File: config.mk
export PLATFORM = sky130hd
export DESIGN_NAME = nq_decode_stage_flat
export DESIGN_NICKNAME = d
export VERILOG_FILES = /design/src/rtl/nq_pkg.sv /design/src/rtl/nq_decode_stage_if.sv /design/src/rtl/nq_regfile.sv /design/src/rtl/nq_decode_stage.sv /design/src/flat_wrapper.sv
export SDC_FILE = /design/constraint.sdc
export NUM_CORES = 1
export LEC_CHECK = 0
export CAP_MARGIN = 20
export CORE_MARGIN = 2
export CORE_UTILIZATION = 35
export DETAILED_ROUTE_END_ITERATION = 7
export HOLD_SLACK_MARGIN = 0.03
export PLACE_DENSITY = 0.67
export SKIP_CTS_REPAIR_TIMING = 1
export SYNTH_ARGS = -nofsm -noshare
export SYNTH_HDL_FRONTEND = slang
export SYNTH_SLANG_ARGS = --single-unit
File: constraint.sdc
create_clock -name clk -period 10.08 [get_ports clk]
set_input_delay 3.024 -clock clk [delete_from_list [all_inputs] [get_ports clk]]
set_output_delay 3.024 -clock clk [all_outputs]
set_load 0.02 [all_outputs]
File: src/rtl/nq_pkg.sv
// nq_pkg: NanoQuarter decode encodings, field positions, FSM states and source-use helpers.
package nq_pkg;
  typedef enum logic [1:0] {OP_R = 2'b00, OP_I = 2'b01, OP_J = 2'b10, OP_B = 2'b11} op_t;
  typedef enum logic [1:0] {RUN, LU_STALL, WB_STALL} state_t;
  localparam logic [2:0] F_LUI = 3'd0, F_LBI = 3'd1, F_SUI = 3'd2, F_SBI = 3'd3, F_LW = 3'd4, F_SW = 3'd5;
  localparam logic [2:0] F_JMP = 3'd0, F_JR = 3'd1, F_BNE = 3'd0, F_ADD = 3'd5;
  localparam int OP_HI = 15, OP_LO = 14, RD_HI = 13, RD_LO = 11, RS_HI = 10, RS_LO = 8;
  localparam int RT_HI = 7, RT_LO = 5, IMM_HI = 10, IMM_LO = 3, SH_HI = 4, SH_LO = 3;
  function automatic logic [2:0] src1(logic [15:0] i);
    return i[OP_HI:OP_LO] == OP_R ? i[RS_HI:RS_LO] : i[RD_HI:RD_LO];
  endfunction
  function automatic logic [2:0] src2(logic [15:0] i);
    return i[OP_HI:OP_LO] == OP_B ? i[RS_HI:RS_LO] : i[RT_HI:RT_LO];
  endfunction
  // Only sources an instruction really consumes can create a hazard
  function automatic logic reads(logic [15:0] i, logic [2:0] r);
    logic u1, u2;
    u1 = i[OP_HI:OP_LO] == OP_R || (i[OP_HI:OP_LO] == OP_I && i[2:0] == F_SW) ||
         (i[OP_HI:OP_LO] == OP_J && i[2:0] == F_JR) || (i[OP_HI:OP_LO] == OP_B && i[2:0] == F_BNE);
    u2 = i[OP_HI:OP_LO] == OP_R || (i[OP_HI:OP_LO] == OP_B && i[2:0] == F_BNE);
    return (u1 && src1(i) == r) || (u2 && src2(i) == r);
  endfunction
endpackage

File: src/rtl/nq_decode_stage_if.sv
// nq_decode_stage_if: decode-to-execute pipeline register bundle.
interface nq_decode_stage_if #(parameter int PCW = 32);
  logic valid_out;
  logic [1:0] op_out;
  logic [2:0] funct_out;
  logic [1:0] shamt_out;
  logic [15:0] reg1data_out, reg2data_out;
  logic [7:0] idata_out, jtarget_out;
  logic [5:0] memaddr_out;
  logic [4:0] boffset_out;
  logic [2:0] dest_out;
  logic bne_out, jmp_out, jr_out, memread_out, memwrite_out, regwrite_out;
  logic [PCW-1:0] PC_out;
  modport master(output valid_out, op_out, funct_out, shamt_out, reg1data_out, reg2data_out, idata_out,
                 jtarget_out, memaddr_out, boffset_out, dest_out, bne_out, jmp_out, jr_out, memread_out,
                 memwrite_out, regwrite_out, PC_out);
  modport slave(input valid_out, op_out, funct_out, shamt_out, reg1data_out, reg2data_out, idata_out,
                jtarget_out, memaddr_out, boffset_out, dest_out, bne_out, jmp_out, jr_out, memread_out,
                memwrite_out, regwrite_out, PC_out);
endinterface

File: src/rtl/nq_regfile.sv
// nq_regfile: 8x16 register file, one write and two combinational read ports; write-first under NQ_WB_BYPASS_EN.
module nq_regfile #(parameter int NREGS = 8) (
  input  logic        clk,
  input  logic        rst,
  input  logic        we,
  input  logic [2:0]  wa,
  input  logic [15:0] wd,
  input  logic [2:0]  ra1,
  input  logic [2:0]  ra2,
  output logic [15:0] rd1,
  output logic [15:0] rd2
);
  logic [15:0] regs [NREGS];
  always_ff @(posedge clk or posedge rst)
    if (rst) for (int k = 0; k < NREGS; k++) regs[k] <= '0;
    else if (we) regs[wa] <= wd;
`ifdef NQ_WB_BYPASS_EN
  assign rd1 = we && wa == ra1 ? wd : regs[ra1];
  assign rd2 = we && wa == ra2 ? wd : regs[ra2];
`else
  assign rd1 = regs[ra1];
  assign rd2 = regs[ra2];
`endif
endmodule

File: src/rtl/nq_decode_stage.sv
// nq_decode_stage: NanoQuarter decode/issue with load-use stall and flush.
// NQ_WB_BYPASS_EN: write-first register reads; otherwise same-cycle writeback conflicts take a WB_STALL.
module nq_decode_stage import nq_pkg::*; #(
  parameter int NREGS = 8,
  parameter int PCW = 32
) (
  input  logic           clk,
  input  logic           rst,
  input  logic [15:0]    instr_in,
  input  logic           instr_valid,
  output logic           instr_ready,
  input  logic [PCW-1:0] pc_in,
  input  logic           flush,
  input  logic           wb_regwrite,
  input  logic [2:0]     wb_dest,
  input  logic [15:0]    wb_data,
  nq_decode_stage_if.master ex
);
  state_t state, state_n;
  logic [15:0] rdata1, rdata2;
  logic [1:0] op;
  logic [2:0] fn;
  logic [5:0] flags;
  logic lu_haz, wb_haz, acc;
  nq_regfile #(.NREGS(NREGS)) u_rf (
    .clk(clk), .rst(rst), .we(wb_regwrite), .wa(wb_dest), .wd(wb_data),
    .ra1(src1(instr_in)), .ra2(src2(instr_in)), .rd1(rdata1), .rd2(rdata2)
  );
  assign op = instr_in[OP_HI:OP_LO];
  assign fn = instr_in[2:0];
  assign flags = {op == OP_B && fn == F_BNE, op == OP_J && (fn == F_JMP || fn == F_JR), op == OP_J && fn == F_JR,
                  op == OP_I && fn == F_LW, op == OP_I && fn == F_SW,
                  op == OP_R || (op == OP_I && (fn == F_LUI || fn == F_LBI || fn == F_LW))};
  assign lu_haz = instr_valid && ex.valid_out && ex.memread_out && reads(instr_in, ex.dest_out);
`ifdef NQ_WB_BYPASS_EN
  assign wb_haz = 1'b0;
`else
  assign wb_haz = instr_valid && wb_regwrite && reads(instr_in, wb_dest);
`endif
  // The stall state only blocks re-detection, so a hazard costs exactly one not-ready cycle
  always_comb begin
    instr_ready = !rst && !(state == RUN && (lu_haz || wb_haz));
    state_n = flush || state != RUN ? RUN : lu_haz ? LU_STALL : wb_haz ? WB_STALL : RUN;
  end
  assign acc = instr_valid && instr_ready && !flush;
  always_ff @(posedge clk or posedge rst)
    if (rst) begin
      state <= RUN;
      ex.valid_out <= 1'b0;
      {ex.bne_out, ex.jmp_out, ex.jr_out, ex.memread_out, ex.memwrite_out, ex.regwrite_out} <= '0;
      {ex.op_out, ex.funct_out, ex.shamt_out, ex.idata_out, ex.jtarget_out} <= '0;
      {ex.memaddr_out, ex.boffset_out, ex.dest_out} <= '0;
      {ex.reg1data_out, ex.reg2data_out} <= '0;
      ex.PC_out <= '0;
    end else begin
      state <= state_n;
      ex.valid_out <= acc;
      {ex.bne_out, ex.jmp_out, ex.jr_out, ex.memread_out, ex.memwrite_out, ex.regwrite_out} <= acc ? flags : 6'b0;
      if (acc) begin
        ex.op_out <= op;
        ex.funct_out <= fn;
        ex.shamt_out <= instr_in[SH_HI:SH_LO];
        ex.idata_out <= instr_in[IMM_HI:IMM_LO];
        ex.jtarget_out <= instr_in[IMM_HI:IMM_LO];
        ex.memaddr_out <= instr_in[8:3];
        ex.boffset_out <= instr_in[7:3];
        ex.dest_out <= instr_in[RD_HI:RD_LO];
        ex.reg1data_out <= rdata1;
        ex.reg2data_out <= rdata2;
        ex.PC_out <= pc_in;
      end
    end
endmodule

File: src/flat_wrapper.sv
// flat-port wrapper written by rule: the top's interface ports become plain ports
module nq_decode_stage_flat import nq_pkg::*;
#(
  parameter int NREGS = 8,
  parameter int PCW = 32
)
  (clk, rst, instr_in, instr_valid, instr_ready, pc_in, flush, wb_regwrite, wb_dest, wb_data, ex_valid_out, ex_op_out, ex_funct_out, ex_shamt_out, ex_reg1data_out, ex_reg2data_out, ex_idata_out, ex_jtarget_out, ex_memaddr_out, ex_boffset_out, ex_dest_out, ex_bne_out, ex_jmp_out, ex_jr_out, ex_memread_out, ex_memwrite_out, ex_regwrite_out, ex_PC_out);
  nq_decode_stage_if #(.PCW(PCW)) ex_i ();
  input  logic clk;
  input  logic rst;
  input  logic [15:0] instr_in;
  input  logic instr_valid;
  output logic instr_ready;
  input  logic [PCW-1:0] pc_in;
  input  logic flush;
  input  logic wb_regwrite;
  input  logic [2:0] wb_dest;
  input  logic [15:0] wb_data;
  output wire logic [$bits(ex_i.valid_out)-1:0] ex_valid_out;
  output wire logic [$bits(ex_i.op_out)-1:0] ex_op_out;
  output wire logic [$bits(ex_i.funct_out)-1:0] ex_funct_out;
  output wire logic [$bits(ex_i.shamt_out)-1:0] ex_shamt_out;
  output wire logic [$bits(ex_i.reg1data_out)-1:0] ex_reg1data_out;
  output wire logic [$bits(ex_i.reg2data_out)-1:0] ex_reg2data_out;
  output wire logic [$bits(ex_i.idata_out)-1:0] ex_idata_out;
  output wire logic [$bits(ex_i.jtarget_out)-1:0] ex_jtarget_out;
  output wire logic [$bits(ex_i.memaddr_out)-1:0] ex_memaddr_out;
  output wire logic [$bits(ex_i.boffset_out)-1:0] ex_boffset_out;
  output wire logic [$bits(ex_i.dest_out)-1:0] ex_dest_out;
  output wire logic [$bits(ex_i.bne_out)-1:0] ex_bne_out;
  output wire logic [$bits(ex_i.jmp_out)-1:0] ex_jmp_out;
  output wire logic [$bits(ex_i.jr_out)-1:0] ex_jr_out;
  output wire logic [$bits(ex_i.memread_out)-1:0] ex_memread_out;
  output wire logic [$bits(ex_i.memwrite_out)-1:0] ex_memwrite_out;
  output wire logic [$bits(ex_i.regwrite_out)-1:0] ex_regwrite_out;
  output wire logic [$bits(ex_i.PC_out)-1:0] ex_PC_out;
  assign ex_valid_out = ex_i.valid_out;
  assign ex_op_out = ex_i.op_out;
  assign ex_funct_out = ex_i.funct_out;
  assign ex_shamt_out = ex_i.shamt_out;
  assign ex_reg1data_out = ex_i.reg1data_out;
  assign ex_reg2data_out = ex_i.reg2data_out;
  assign ex_idata_out = ex_i.idata_out;
  assign ex_jtarget_out = ex_i.jtarget_out;
  assign ex_memaddr_out = ex_i.memaddr_out;
  assign ex_boffset_out = ex_i.boffset_out;
  assign ex_dest_out = ex_i.dest_out;
  assign ex_bne_out = ex_i.bne_out;
  assign ex_jmp_out = ex_i.jmp_out;
  assign ex_jr_out = ex_i.jr_out;
  assign ex_memread_out = ex_i.memread_out;
  assign ex_memwrite_out = ex_i.memwrite_out;
  assign ex_regwrite_out = ex_i.regwrite_out;
  assign ex_PC_out = ex_i.PC_out;
  nq_decode_stage #(.NREGS(NREGS), .PCW(PCW)) u_core (.clk(clk), .rst(rst), .instr_in(instr_in), .instr_valid(instr_valid), .instr_ready(instr_ready), .pc_in(pc_in), .flush(flush), .wb_regwrite(wb_regwrite), .wb_dest(wb_dest), .wb_data(wb_data), .ex(ex_i));
endmodule
# [Yosys cells after proc, flatten, opt, wreduce, memory -nomap -nowiden]
# Index checks and enable logic that the tools add are counted.
[classes] n_lt_le_gt_ge=4 eq_ne=10 reduce_logical=38 muxes=15 n_bitwise=3
[op_table] cell="bitwise mux 128 bit" count=1
[op_table] cell="binary-select mux 16 bit (select 3 bit)" count=2
[op_table] cell="2-to-1 mux 16 bit" count=5
[op_table] cell="demux 16 bit (select 3 bit)" count=1
[op_table] cell="logical AND 1 bit" count=20
[op_table] cell="equality test 3 bit" count=4
[op_table] cell=">= comparator 4 bit, second input constant" count=3
[op_table] cell="inverter 3 -> 4 bit" count=3
[op_table] cell="logical OR 1 bit" count=11
[op_table] cell="equality test 3 bit, second input constant" count=2
[op_table] cell="2-to-1 mux 2 bit" count=3
[op_table] cell="2-to-1 mux 3 bit" count=2
[op_table] cell="2-to-1 mux 6 bit" count=1
[op_table] cell="equality test 2 bit, second input constant" count=2
[op_table] cell="zero test 2 bit" count=2
[op_table] cell="< comparator 4 x 1 -> 1 bit, second input constant" count=1
[op_table] cell="equality test 3 x 1 -> 1 bit, second input constant" count=1
[op_table] cell="zero test 1 bit" count=3
[op_table] cell="zero test 3 bit" count=1
[op_table] cell="equality test 2 x 1 -> 1 bit, second input constant" count=1
[op_table] cell="nonzero test 2 bit" count=1
[totals] in_bits=72 regBits=230 out_inout_bits=109

# [Logic depth before layout (Yosys ltp)]
# Gate-level depths: netlist of run 1.
[logic_depth] ltp_word=15 depth_mapped=12 depth_no_buf=8

# [Modules after synthesis]
# From an unflattened synthesis of run 1, not the netlist that was laid out.
[unflattened] hier_cells=1259 area_unflattened_um2=14107.3
[modules_own_cells] mod="nq_decode_stage" n_inst=1 cells_each=863 seq_area_each_um2=2227.1 area_each_um2=7070.5
[modules_own_cells] mod="nq_regfile" n_inst=1 cells_each=396 seq_area_each_um2=3203.1 area_each_um2=7036.7

# [Least setup slack after synthesis of run 1]
# OpenSTA, ideal clock, no wires.
[synth_path] kind="input to output" startpoint="input port instr_in[14]" endpoint="output port instr_ready" t_required_ns=7.056 t_arrival_ns=4.700 setup_slack_ns=2.356 stages=8 cell_sequence="buf_4 nor2_4 mux2i_1 a22oi_1 and4_1 nor2_1 nand2_1 a21oi_1"
[synth_via] elab_chain_cells=12 elab_cells_between_ends=29 classes_between="eq/ne (7); mux (2); reduce/logical (20)"
[synth_rtl] item="from (decl)" line="flat_wrapper.sv:11" rtl="input logic [15:0] instr_in;"
[synth_rtl] item="branches (longest 8 deep; another with 2-to-1 mux 3 bit)"
[synth_rtl] item="logical OR 1 bit (*)" line="nq_decode_stage.sv:42" rtl="instr_ready = !rst && !(state == RUN && (lu_haz || wb_haz));"
[synth_rtl] item="logical AND 1 bit (*)" line="nq_decode_stage.sv:42"
[synth_rtl] item="zero test 1 bit (*)" line="nq_decode_stage.sv:42"
[synth_rtl] item="logical AND 1 bit (*)" line="nq_decode_stage.sv:42"
[synth_rtl] item="to (decl)" line="flat_wrapper.sv:13" rtl="output logic instr_ready;"
# Mark *: on every way between the ends.

# [Worst setup path in the final report of run 1]
# Same ends and word-level chain as after synthesis.

==> results of run 1 <==
==> cell usage in the layout (no fill, tap or decap), types with 8 or more instances in the layout <==
cell | netlist | final
nand2_1 | 298 | 298
dfrtp_1 | 217 | 217
clkdlybuf4s50_1 | 0 | 180
nand3_1 | 161 | 161
mux2_2 | 151 | 151
mux2_4 | 59 | 59
o21ai_0 | 37 | 37
clkbuf_16 | 0 | 25
buf_4 | 23 | 16
inv_1 | 10 | 9
clkbuf_1 | 56 | 9
nor2_1 | 8 | 8
==> sequential cells by signal, indices dropped and copies added, names as in the netlist, 2 cells and up <==
signal	cells
u_core.ex.reg2data_out	16
u_core.ex.PC_out	32
u_core.ex.reg1data_out	16
u_core.ex.boffset_out	4
u_core.ex.funct_out	3
u_core.ex.dest_out	3
u_core.state	2
u_core.ex.op_out	2
u_core.ex.idata_out	3
u_core.u_rf.regs	128
==> path summary, 6_finish.rpt <==
| kind | slack (ps) | end | cells past startpoint |
|---|---|---|---|
| min in group asynchronous | 3060 | u_core.ex.memwrite_out$_DFF_PP0_ | 2 |
| worst max-delay path | 990 | instr_ready | 9 |
| max in group asynchronous | 5640 | u_core.u_rf.regs[104]$_DFFE_PP0P_ | 3 |
| worst min register to register | 430 | u_core.state[0]$_DFF_PP0_ | 1 |
| worst min-delay path | 430 | u_core.state[0]$_DFF_PP0_ | 1 |
| worst max register to register | 6960 | u_core.ex.reg2data_out[0]$_DFFE_PP0P_ | 9 |
==> power groups by stage <==
stage,Sequential [mW],Combinational [mW],Clock (mW)
after global routing,1.24,0.950,0.922
after CTS,1.21,0.884,0.884
final,1.21,0.877,0.861
after global placement,1.22,0.867,0
after floorplan,1.30,0.460,0
after detailed placement,1.22,0.878,0
==> worst max-delay path: stages <==
cell and delay, ps:
clkdlybuf4s50_1 730, and2_1 500, o21ai_0 170, a221o_1 380, a2111oi_4 410, nor2_1 140
nand2_1 90, a21oi_1 70, clkdlybuf4s50_1 550
==> layout make-up <==
cell class | count | share of cell area, %
clock inverters | 5 | 0.374
clock buffers | 38 | 5.08
inverters | 11 | 0.365
flip-flops and latches | 217 | 38.6
repair buffers | 198 | 13.9
well taps | 402 | 3.58
multi-input cells | 779 | 38.0
==> routing by layer <==
layer / part of all wire (%) / wire length, um / GRT usage, % / up-vias
met2: 46 / 14100 / 30.7 / 346
met1: 45 / 14000 / 25.2 / 4388
met5: 0 / 0 / 0 / -
met3: 7.1 / 2210 / 3.30 / 57
met4: 2.3 / 702 / 4.80 / 0
li1: - / - / - / 4031
==> logic make-up after synthesis <==
family | after synthesis
flops | 217
xor+xnor | 8
compound gates | 64
simple gates | 493
mux | 214
buf+inv | 102
==> metrics.txt, run 1 <==
Design Area, Final 0.0141 mm^2; Routed WL 31.0 mm; Syn Inst Count 1098; clk_lat worst skew 520 ps; share of the clock period used by the worst path after layout 90.1%; dominant synthesized flop cell dfrtp_1; Startpoint Class input port; Layout area overhead 25.6%; post-synth top area cell dfrtp_1; crit end category output port; Req. time, crit path 7060 ps; post-route minimum period 9090 ps; pre-CTS setup slack 1030 ps; die width 183 um; Syn Area/Cell 10.2 um^2; Die ar. 0.0334 mm^2; antenna viol nets, final 0; Post-synth EDFFs 0; setup TNS 0 ps; peak supply drop 130 uV; Sw Ratio 31.0%; first-pass GRT wire length 49.5 mm; clk_skew 16.9 ps; max_cap viols 0; Initial Utilization 35.5%; vias in the first global route 8797; register area 0.00543 mm^2; crit path DAT 6060 ps; Int Power 2.03 mW; Critical path origin instr_in[14]; Unique masters post-synth 47; outcome completed; PnR worst setup slack 994 ps; drt pass-1 iters 5; Max H-tree Level 1; fin cells 1650; clk buf depth 3; CTS root buf clkbuf_16; CTS tree done; Post-synth ARST share 100%; placed inst area 0.0133 mm^2; largest net degree at the start of global routing 76; CTS Buf Count 24; placed cell count 1606; post-synthesis compound-gate area fraction 3.60%; dpl hpwl 18.5 mm; DR vias 8822; Core Region 0.0316 mm^2; RSZ-0062 raised after global routing false; worst r2r src u_core.ex.dest_out[2]$_DFFE_PP0P_; CTS clk-pin slew, worst paths 60 ps; number of antenna diodes 0; HP Class flip-flop to flip-flop; Slew Limit Fails 0; most common cell in the synthesized netlist nand2_1; Worst Path Class, Setup input port to output port; Post-Syn Area 0.0112 mm^2; Yosys reg bits 217; Clock Sinks 217; FP Rows 65; # port buffers 180; Leak 6.08 nW; Ports 181; DRC errors left 0; CP max FO 11; xor and xnor fraction of the mapped netlist area 0.626%; fin util 44.5%; Max-slew headroom 21.8%; WL/cell 18.8 um; Layout Nets 1303; Synth Area in Simple Gates 19.1%; sequential share of power 41.1%; area fraction of the dominant cell type after synthesis 48.5%; Die Ht 183 um; adder-cell share of the synthesized area 0%; Layout fillers 2981; Setup Viol. Count Final 0; Hold Violations, Final 0; area of the multi-input gates 0.00535 mm^2; hold_ws 430 ps; largest family of logic cells by synthesized area multiplexers; Overall Global Routing Usage 18.5%; Clock power frac 29.2%; mux contribution to synthesized area 23.5%; Via density 5.35; top cells by area, synth dfrtp_1 (49%), mux2_2 (15%), nand2_1 (10%); layout cell share with drive strength beyond 1 22.4%; Syn. warnings 0; total power 2.95 mW; total grt overflow 0; antenna violations before repair 0; Psw 0.913 mW; DRT iter0 DRCs 607; hold_sp u_core.state[1]$_DFF_PP0_; most frequent cells after synthesis nand2_1 (298), dfrtp_1 (217), nand3_1 (161); Net Count, Synth 1170; register area share after synthesis 48.5%; maximum clock rate 0.110 GHz; logic gate share of total power 29.7%; Worst Tran Pin Value 1170 ps; RD Place Congestion 0.871; Pwr Density 210 mW/mm^2
(Power assumes the default switching activity.)
==> run 2, diff against run 1 <==
--- a/config.mk
+++ b/config.mk
@@ -8,6 +8,7 @@
 export CAP_MARGIN = 20
 export CORE_MARGIN = 2
 export CORE_UTILIZATION = 35
+export CTS_CLUSTER_DIAMETER = 150
 export DETAILED_ROUTE_END_ITERATION = 7
 export HOLD_SLACK_MARGIN = 0.03
 export PLACE_DENSITY = 0.67
==> results of run 2 <==
Same layout as run 1: the final DEF is identical, and so are final timing and power.
==> run 3, diff against run 2 <==
--- a/config.mk
+++ b/config.mk
@@ -8,8 +8,9 @@
 export CAP_MARGIN = 20
 export CORE_MARGIN = 2
 export CORE_UTILIZATION = 35
-export CTS_CLUSTER_DIAMETER = 150
+export CTS_CLUSTER_DIAMETER = 30
 export DETAILED_ROUTE_END_ITERATION = 7
+export GPL_TIMING_DRIVEN = 0
 export HOLD_SLACK_MARGIN = 0.03
 export PLACE_DENSITY = 0.67
 export SKIP_CTS_REPAIR_TIMING = 1
==> constraint.sdc (replaced) <==
create_clock -name clk -period 8.9 [get_ports clk]
set_input_delay 2.67 -clock clk [delete_from_list [all_inputs] [get_ports clk]]
set_output_delay 2.67 -clock clk [all_outputs]
set_load 0.02 [all_outputs]
==> metrics.txt, run 3 (synthesized netlist as in run 1, its figures left out) <==
Pwr Density 287 mW/mm^2 (+37%); clk buf depth 3 (unchanged); crit end category output port; antenna violations before repair 0 (unchanged); number of antenna diodes 0 (unchanged); clk_skew 12.4 ps (-4.52 ps); max FFs per register 128 (unchanged); DRT iter0 DRCs 925 (+52%); Req. time, crit path 6230 ps (-830 ps); die width 183 um (unchanged); dpl hpwl 23.8 mm (+28%); CTS root buf clkbuf_16; logic gate share of total power 23.7% (-6.0 points); Leak 6.78 nW (+12%); drt pass-1 iters 6 (+1); Setup Viol. Count Final 0 (unchanged); Biggest register u_core.u_rf.regs; crit path DAT 5710 ps (-350 ps); Clock Sinks 217 (unchanged); antenna viol nets, final 0 (unchanged); Ports 181 (unchanged); Int Power 3.16 mW (+55%); clk_lat worst skew 550 ps (+30 ps); Max H-tree Level 2 (+1); Sw Ratio 28.5% (-2.5 points); max_cap viols 0 (unchanged); CTS Buf Count 54 (+130%); Die ar. 0.0334 mm^2 (unchanged); largest net degree at the start of global routing 126 (+66%); Slew Limit Fails 0 (unchanged); FP Rows 65 (unchanged); WL/cell 19.7 um (+5.1%); peak supply drop 161 uV (+24%); DRC errors left 0 (unchanged); Design Area, Final 0.0154 mm^2 (+9.7%); Die Ht 183 um (unchanged); most common cell after layout, fill and taps aside nand2_1; Psw 1.26 mW (+38%); fin util 48.8% (+4.3 points); layout cell share with drive strength beyond 1 25.2% (+2.8 points); vias in the first global route 9515 (+8.2%); PnR worst setup slack 515 ps (-479 ps); sequential share of power 31.2% (-9.9 points); Via density 5.31 (-0.62%); CTS tree done; Initial Utilization 35.5% (unchanged); RD Place Congestion 0.883 (+1.4%); Overall Global Routing Usage 21.1% (+2.6 points); Worst Path Class, Setup input port to output port; outcome completed; Routed WL 35.2 mm (+14%); Layout fillers 2821 (-5.4%); CTS clk-pin slew, worst paths 40 ps (-20 ps); CP max FO 10 (-1); Hold Violations, Final 0 (unchanged); maximum clock rate 0.119 GHz; most frequent cells in the layout nand2_1 (298), dfrtp_1 (217), clkdlybuf4s50_1 (176); first-pass GRT wire length 55.0 mm (+11%); total grt overflow 0 (unchanged); DR vias 9474 (+7.4%); share of the clock period used by the worst path after layout 94.2%; # port buffers 176 (-2.2%); Startpoint Class input port; Worst Tran Pin Value 980 ps (-189 ps); pre-CTS setup slack 535 ps (-494 ps); total power 4.42 mW (+50%); RSZ-0062 raised after global routing false; HP Class flip-flop to flip-flop; Core Region 0.0316 mm^2 (unchanged); placed inst area 0.0135 mm^2 (+1.8%); post-route minimum period 8380 ps; Clock power frac 45.2% (+16 points); biggest regs u_core.u_rf.regs x128, u_core.ex.PC_out x32; Layout Nets 1407 (+8.0%); Max-slew headroom 32.8% (+11 points); Layout area overhead 37.8%
==> run 3: cell count changes in the layout (fill, tap and decap cells not counted), moves of 6 or more <==
cell	delta
buf_4	+9
buf_6	+6
clkbuf_16	+32
clkinv_2	+10
clkbuf_1	+55
==> run 3: routing by layer <==
layer / global-route usage (%) / wire [um] / up-vias
met5: 0 / 0 / -
met4: 6.85 / 884 / 0
met3: 4.98 / 3110 / 73
met2: 34.2 / 16300 / 484
met1: 27.9 / 14900 / 4665
li1: - / - / 4252
==> run 3: metrics by stage <==
| step | instances | hold WS [ps] | setup TNS, ps |
|---|---|---|---|
| 2_1_floorplan | 1098 | 410 | 0 |
| 3_3_place_gp | 1676 | 419 | -583520 |
| 3_5_place_dp | 1681 | 434 | 0 |
| 4_1_cts | 1783 | 440 | 0 |
| 5_1_grt | 1783 | 446 | 0 |
| 6_report | 1783 | 434 | 0 |
==> run 3: final timing paths <==
kind / startpoint / endpoint / slack, ps / cells past startpoint
worst max-delay path: instr_in[14] / instr_ready / 520 / 10
max in group asynchronous: rst / u_core.u_rf.regs[69]$_DFFE_PP0P_ / 5010 / 3
worst max register to register: u_core.ex.dest_out[2]$_DFFE_PP0P_ / u_core.ex.reg2data_out[10]$_DFFE_PP0P_ / 6380 / 10
worst min-delay path: u_core.state[0]$_DFF_PP0_ / u_core.state[0]$_DFF_PP0_ / 430 / 1
worst min register to register: u_core.state[0]$_DFF_PP0_ / u_core.state[0]$_DFF_PP0_ / 430 / 1
min in group asynchronous: rst / u_core.state[0]$_DFF_PP0_ / 2750 / 2
==> run 3: power by group through the flow <==
| stage | clock, mW | combinational [mW] | sequential [mW] |
|---|---|---|---|
| final | 2.00 | 1.05 | 1.38 |
| after floorplan | 0 | 0.520 | 1.47 |
| after CTS | 2.02 | 1.05 | 1.37 |
| after global routing | 2.08 | 1.13 | 1.41 |
| after detailed placement | 0 | 1.04 | 1.39 |
| after global placement | 0 | 1.02 | 1.38 |
==> run 3: layout make-up <==
cell class | instances | area (um^2) | share of cell area (%)
Sequential cell | 217 | 5430 | 35.2
Multi-Input combinational cell | 779 | 5230 | 34.0
Timing Repair Buffer | 181 | 1810 | 11.8
Clock buffer | 74 | 1580 | 10.3
Tap cell | 402 | 503 | 3.26
Buffer | 91 | 484 | 3.14
Clock inverter | 28 | 319 | 2.07
Inverter | 11 | 48.8 | 0.317
==> run 3: critical path, stage by stage <==
cell	delay, ps
clkdlybuf4s50_1	430
buf_4	190
nor2_4	250
mux2i_1	670
a22oi_1	190
and4_1	270
nor2_1	160
nand2_1	80
a21oi_1	170
clkdlybuf4s50_1	640
